===== src/rtl/world_to_pixel_pkg.sv =====
// world_to_pixel_pkg
// Shared graphics constants and types for the world <-> pixel mapping blocks.
// Holds the default screen geometry, world coordinate width, default zoom
// exponent, and the clamp helper used for both screen axes.
package world_to_pixel_pkg;

  localparam int DEFAULT_PIXEL_WIDTH  = 1280;
  localparam int DEFAULT_PIXEL_HEIGHT = 720;
  localparam int DEFAULT_WORLD_BITS   = 32;
  localparam int DEFAULT_SCALE_LEVEL  = 0;

  // Wide signed working width for screen-space arithmetic. Large enough for a
  // full-range world difference plus a moderate zoom-in shift and the
  // half-screen offset, so nothing wraps before clamping.
  localparam int CALC_BITS = 64;

  typedef logic signed [DEFAULT_WORLD_BITS-1:0]           world_coord_t;
  typedef logic [$clog2(DEFAULT_PIXEL_WIDTH)-1:0]          hcount_t;
  typedef logic [$clog2(DEFAULT_PIXEL_HEIGHT)-1:0]         vcount_t;
  typedef logic signed [CALC_BITS-1:0]                     calc_t;

  // Saturate a signed screen coordinate into [0, max_value].
  function automatic calc_t clamp_to_range(input calc_t value, input calc_t max_value);
    calc_t result;
    result = value;
    if (value < calc_t'(0)) begin
      result = calc_t'(0);
    end else if (value > max_value) begin
      result = max_value;
    end
    return result;
  endfunction

endpackage


===== src/rtl/world_to_pixel.sv =====
// world_to_pixel
// Streaming world -> screen mapping. Each accepted point is offset by the
// latched camera, scaled by the zoom exponent, shifted to screen centre
// (y axis flipped), clamped per axis, and flagged as on/off screen.
// Two-stage valid/ready pipeline, 1 point/cycle, 2-cycle latency.
//
// Ports:
//   clk_in          system clock
//   rst_in          synchronous reset, active-low
//   camera_x/y_in   camera centre, captured when camera_load_in is high
//   camera_load_in  write the camera register (points accepted this cycle
//                   still use the previous camera)
//   world_x/y_in    point to convert, qualified by valid_in
//   ready_out       block can accept a point this cycle
//   hcount_out      clamped pixel column
//   vcount_out      clamped pixel row
//   on_screen_out   point falls inside the visible frame
//   valid_out       output point valid, held until ready_in
module world_to_pixel
  import world_to_pixel_pkg::*;
#(
  parameter int PIXEL_WIDTH  = DEFAULT_PIXEL_WIDTH,
  parameter int PIXEL_HEIGHT = DEFAULT_PIXEL_HEIGHT,
  parameter int WORLD_BITS   = DEFAULT_WORLD_BITS,
  parameter int SCALE_LEVEL  = DEFAULT_SCALE_LEVEL
) (
  input  logic                             clk_in,
  input  logic                             rst_in,
  input  logic signed [WORLD_BITS-1:0]     camera_x_in,
  input  logic signed [WORLD_BITS-1:0]     camera_y_in,
  input  logic                             camera_load_in,
  input  logic signed [WORLD_BITS-1:0]     world_x_in,
  input  logic signed [WORLD_BITS-1:0]     world_y_in,
  input  logic                             valid_in,
  output logic                             ready_out,
  output logic [$clog2(PIXEL_WIDTH)-1:0]   hcount_out,
  output logic [$clog2(PIXEL_HEIGHT)-1:0]  vcount_out,
  output logic                             on_screen_out,
  output logic                             valid_out,
  input  logic                             ready_in
);

  localparam int HBITS = $clog2(PIXEL_WIDTH);
  localparam int VBITS = $clog2(PIXEL_HEIGHT);
  // Only one of the two shifts is ever non-zero.
  localparam int SHR = (SCALE_LEVEL >= 0) ? SCALE_LEVEL : 0;
  localparam int SHL = (SCALE_LEVEL < 0) ? -SCALE_LEVEL : 0;
  // Zooming in grows the value, so the scaled width grows with it.
  localparam int SW  = WORLD_BITS + 1 + SHL;

  logic signed [WORLD_BITS-1:0] cam_x;
  logic signed [WORLD_BITS-1:0] cam_y;

  logic                         s1_valid;
  logic signed [WORLD_BITS:0]   s1_dx;
  logic signed [WORLD_BITS:0]   s1_dy;
  logic                         s2_valid;

  logic                         adv1;
  logic                         adv2;

  logic signed [SW-1:0]         sdx;
  logic signed [SW-1:0]         sdy;
  calc_t                        px;
  calc_t                        py;
  logic                         on_screen_next;

  // Stage advance: a stage may load when it is empty or its contents move on.
  always_comb begin
    adv2 = !s2_valid || ready_in;
    adv1 = !s1_valid || adv2;
  end

  assign ready_out = adv1;
  assign valid_out = s2_valid;

  // Camera register; in-flight points already carry their own differences,
  // so a reload only affects points accepted on later cycles.
  always_ff @(posedge clk_in) begin
    if (!rst_in) begin
      cam_x <= '0;
      cam_y <= '0;
    end else if (camera_load_in) begin
      cam_x <= camera_x_in;
      cam_y <= camera_y_in;
    end
  end

  // Stage 1: camera-relative offset, one bit wider so it never wraps.
  always_ff @(posedge clk_in) begin
    if (!rst_in) begin
      s1_valid <= 1'b0;
      s1_dx    <= '0;
      s1_dy    <= '0;
    end else if (adv1) begin
      s1_valid <= valid_in;
      if (valid_in) begin
        s1_dx <= (WORLD_BITS+1)'(world_x_in) - (WORLD_BITS+1)'(cam_x);
        s1_dy <= (WORLD_BITS+1)'(world_y_in) - (WORLD_BITS+1)'(cam_y);
      end
    end
  end

  // Scaling and screen placement. The arithmetic right shift floors toward
  // minus infinity, which keeps the mapping an exact inverse of pixel-to-world.
  always_comb begin
    sdx = (SW'(s1_dx) >>> SHR) <<< SHL;
    sdy = (SW'(s1_dy) >>> SHR) <<< SHL;
    px  = calc_t'(sdx) + calc_t'(PIXEL_WIDTH / 2);
    py  = calc_t'(PIXEL_HEIGHT / 2) - calc_t'(sdy);
    on_screen_next = (px >= calc_t'(0)) && (px < calc_t'(PIXEL_WIDTH)) &&
                     (py >= calc_t'(0)) && (py < calc_t'(PIXEL_HEIGHT));
  end

  // Stage 2: output registers, held while downstream stalls.
  always_ff @(posedge clk_in) begin
    if (!rst_in) begin
      s2_valid      <= 1'b0;
      hcount_out    <= '0;
      vcount_out    <= '0;
      on_screen_out <= 1'b0;
    end else if (adv2) begin
      s2_valid <= s1_valid;
      if (s1_valid) begin
        hcount_out    <= HBITS'(clamp_to_range(px, calc_t'(PIXEL_WIDTH - 1)));
        vcount_out    <= VBITS'(clamp_to_range(py, calc_t'(PIXEL_HEIGHT - 1)));
        on_screen_out <= on_screen_next;
      end
    end
  end

endmodule


===== config.mk =====
export PLATFORM = sky130hd
export DESIGN_NAME = world_to_pixel
export DESIGN_NICKNAME = d
export VERILOG_FILES = /design/src/rtl/world_to_pixel_pkg.sv /design/src/rtl/world_to_pixel.sv
export SDC_FILE = /design/constraint.sdc
export NUM_CORES = 1
export LEC_CHECK = 0
export ABC_AREA = 0
export BUFFER_PORTS_ARGS = -buffer_cell sky130_fd_sc_hd__clkbuf_2
export CAP_MARGIN = 20
export CELL_PAD_IN_SITES_DETAIL_PLACEMENT = 0
export CELL_PAD_IN_SITES_GLOBAL_PLACEMENT = 2
export CORE_ASPECT_RATIO = 0.5
export CORE_MARGIN = 2
export CORE_UTILIZATION = 36
export CTS_CLUSTER_DIAMETER = 200
export DETAILED_ROUTE_END_ITERATION = 16
export PLACE_DENSITY_LB_ADDON = 0.1
export SETUP_SLACK_MARGIN = 0.2
export SLEW_MARGIN = 15
export SYNTH_ARGS = -nofsm -noshare
export SYNTH_HDL_FRONTEND = slang
export SYNTH_SLANG_ARGS = --single-unit
export TNS_END_PERCENT = 100

===== constraint.sdc =====
create_clock -name clk_in -period 7.2 [get_ports clk_in]
set_clock_uncertainty 0.15 [all_clocks]
set_input_delay 0.72 -clock clk_in [delete_from_list [all_inputs] [get_ports clk_in]]
set_output_delay 0.72 -clock clk_in [all_outputs]
set_load 0.01 [all_outputs]

==> summary.md <==
| Metric | Value |
|---|---|
| Status | completed |
| Layout Utilization | between 40 and 50% |
| Antenna cells | 0 |
| Area growth syn-to-layout | 17.0% |
| Die area | approximately 0.030 sq mm |
| FF-to-FF setup slack | 3.49 ns |
| Power density over cell area | 214 mW/mm^2 |
| ANT nets after route | 0 |
| DRC viols | 0 |
| TNS Setup | 0 ns |
| Port Buffers | roughly 160 |
| CP Capture Point | on_screen_out |
| Critical path arrival | between 3 and 4 ns |
| Critical path fanouts, max | 11 |
| Register area share after synthesis | approximately 30% |
| Min Tclk post-route | 3.71 ns |
| Pre-antenna DRT Iters | 6 |
| RSZ-0062 raised after global routing | false |
| Die height | about 120 microns |
| Final cycle utilization of the critical path | 51.5% |
| Critical path class | register to register |
| GRT overflow | 0 |
| Initial core utilization | between 30% and 40% |
| WL/cell | 15.0 microns |
| R2R depth | 12 |
| Worst Setup End Kind | register |
| # resized after CTS | 0 |
| Via/cell ratio | 5.14 |
| Iteration-0 DRC Markers | 467 |
| # hold bufs at CTS | 0 |
| CTS clk-pin slew, worst paths | 0.07 ns |
| Worst-margin pin slew | between 0.9 and 1 ns |
| Slew margin rel. | 33.4% |
| Peak supply drop | 0.177 mV |
| Antenna violations before repair | 0 |
| Syn_area_per_cell | 7.84 sq um |
| Die span in x | 241 microns |
| First-pass GRT wire length | 45.1 mm |
| Core region area | 0.0277 sq mm |
| HP Class | register to register |
| Req. time, crit path | 7.44 ns |
| HPWL after detailed placement | approximately 20 mm |
| Clock sinks | 154 |
| Fmax | 0.270 GHz |
| Setup Viol. Count Final | 0 |
| Row Count | 43 |
| Clk_lat worst skew | 0.44 ns |
| FF-to-FF Start | s1_dx[10] |
| Post-synth cell types | 76 |
| Startpoint Class | register |
| Vias | 9335 |
| Max_cap viols | 0 |
| Post-Syn Instances | approximately 1300 |
| CTS tree | yes |
| H-Tree Depth | 4 |
| Synth Warn # | 0 |
| GP Congestion | 0.805 |
| #FFs+latches synth | 154 |
| Syn Nets | 1496 |
| Final hold violation count | 0 |
| Synth Flop Type | dfxtp_1 |
| Critical Path Source | s1_dx[10] |
| GRT Overall Usage | 19.2% |
| IO Pins | about 160 |
| EDFF count, synth | 0 |
| NumNets Final | 1624 |
| RR Endpoint | on_screen_out |
| Total CTS buffers | 17 |
| Post-CTS setup buffer count | 0 |
| Largest net degree at the start of global routing | 80 |
| Buffer depth of the longest clock path | 2 |
| Final Max Slew Viols | 0 |
| WL final | 27.2 mm |
| Vias in the first global route | 9211 |
| Fraction of layout cells with a size suffix above 1 | 14.8% |
| Total power | 2.55 mW |
| Post-Syn Area | between 0.01 and 0.015 sq mm |
| Pleak | 5.16 nW |
| Async SR Flop Fraction | 0% |
| Root Buffer | clkbuf_16 |
| Layout fillers | 2918 |
-- flip-flops by register name (all words and copies together), names as in the netlist --
| name | cells |
|---|---|
| s1_dy | 33 |
| hcount_out | 11 |
| on_screen_out | 1 |
| cam_x | 32 |
| valid_out | 1 |
| vcount_out | 10 |
| s1_dx | 33 |
| cam_y | 32 |
| s1_valid | 1 |
-- through the flow --
stage | area (sq um) | hold WS (ns) | std cells | worst slack, ns
after floorplan | 10100 | 0.282 | 1294 | 3.96
after detailed placement | 11200 | 0.297 | 1784 | 3.42
final | 11900 | 0.305 | 1817 | 3.49
after global placement | 11200 | 0.286 | 1783 | 3.49
after CTS | 11800 | 0.308 | 1816 | 3.42
after global routing | 11900 | 0.340 | 1817 | 3.08
-- placed cells by master (no fill, tap or decap), types with 5 or more instances in the layout --
cell type  instances
dfxtp_1          154
a21oi_1           85
buf_4              6
o31ai_1           12
nand4_1           16
xnor2_1           37
o21a_1             9
a32oi_1            8
nand2_1          111
clkbuf_16         17
nor2_1           157
inv_1             88
nand2b_1          22
clkbuf_2         155
o211ai_1          17
xor2_1            19
and2_1             8
ha_1              67
nand3_1           45
a211oi_1          15
mux2i_1           75
nor3_1            33
or3_1             13
nor2b_1           13
and3_1            22
o31a_1             6
o41ai_1            5
o21ai_0           64
a21o_1            27
nor4_1             8
a31oi_1           20
-- cell usage after synthesis, types with 9 or more instances --
| cell | instances | share of area, % |
|---|---|---|
| and2_1 | 9 | 0.55 |
| a211oi_1 | 15 | 1.1 |
| o31ai_1 | 12 | 0.89 |
| nor3_1 | 33 | 1.6 |
| o21a_1 | 9 | 0.67 |
| o211ai_1 | 17 | 1.3 |
| or3_1 | 13 | 0.80 |
| buf_1 | 9 | 0.33 |
| a21oi_1 | 86 | 4.2 |
| ha_1 | 67 | 8.3 |
| mux2i_1 | 75 | 7.4 |
| and3_1 | 22 | 1.4 |
| o21ai_0 | 64 | 3.2 |
| clkbuf_1 | 39 | 1.4 |
| a21o_1 | 27 | 2.0 |
| nand2b_1 | 22 | 1.4 |
| inv_1 | 88 | 3.3 |
| a31oi_1 | 20 | 1.2 |
| dfxtp_1 | 154 | 30 |
| xnor2_1 | 37 | 3.2 |
| nor2_1 | 157 | 5.8 |
| nand2_1 | 112 | 4.1 |
| nand4_1 | 16 | 0.99 |
| nor2b_1 | 13 | 0.80 |
| nand3_1 | 45 | 2.2 |
| xor2_1 | 19 | 1.6 |
-- worst min path at each step --
stage | slack, ns | depth (start not counted) | from | to
after floorplan | 0.28 | 2 | s1_dx[4] | s1_dx[4]
after global placement | 0.29 | 2 | hcount_out[7] | hcount_out[7]
after detailed placement | 0.30 | 2 | hcount_out[7] | hcount_out[7]
after CTS | 0.31 | 2 | s1_dx[4] | s1_dx[4]
after global routing | 0.34 | 2 | s1_dx[4] | s1_dx[4]
final | 0.31 | 2 | s1_dx[4] | s1_dx[4]
-- critical path, cell delays in order, from the launching register on --
cell	delay [ns]
dfxtp_1	0.47
nand2_1	0.18
nor4_1	0.84
nand3_1	0.20
o21ai_0	0.24
nand4_1	0.11
nor3_1	0.23
nand4_1	0.43
inv_1	0.17
ha_1	0.17
inv_1	0.09
nor3_1	0.19
a32o_1	0.17
-- kinds of logic (layout without fill, tap and decap cells) --
family	after synthesis	in the layout	share of synthesized area, %
mux	76	76	7.51
xor+xnor	56	56	4.83
fa+ha+maj	69	69	8.66
simple gates	481	481	22.8
compound gates	315	315	20.2
flops	154	154	30.4
buf+inv	143	284	5.54
-- cell type report --
class / count / area, sq um / share of cell area (%)
Clock buffer: 21 / 480 / 4.05
Clock inverter: 11 / 110 / 0.927
Inverter: 89 / 337 / 2.83
Multi-Input combinational cell: 997 / 6520 / 54.9
Sequential cell: 154 / 3080 / 26.0
Tap cell: 382 / 478 / 4.03
Timing Repair Buffer: 163 / 863 / 7.27
-- report_power, final --
group	internal, mW	leakage, nW	total, mW	switching, mW
Clock	0.517	0.283	0.914	0.397
Combinational	0.282	3.60	0.635	0.353
Sequential	0.921	1.27	0.997	0.0755
-- metal layers --
metal	global-route usage, %	wire (microns)	vias up
met3	4.18	846	20
met1	24.3	13000	4294
met5	0	0	-
li1	-	-	4897
met4	4.17	234	0
met2	33.4	13100	124
(Power assumes the default switching activity.)
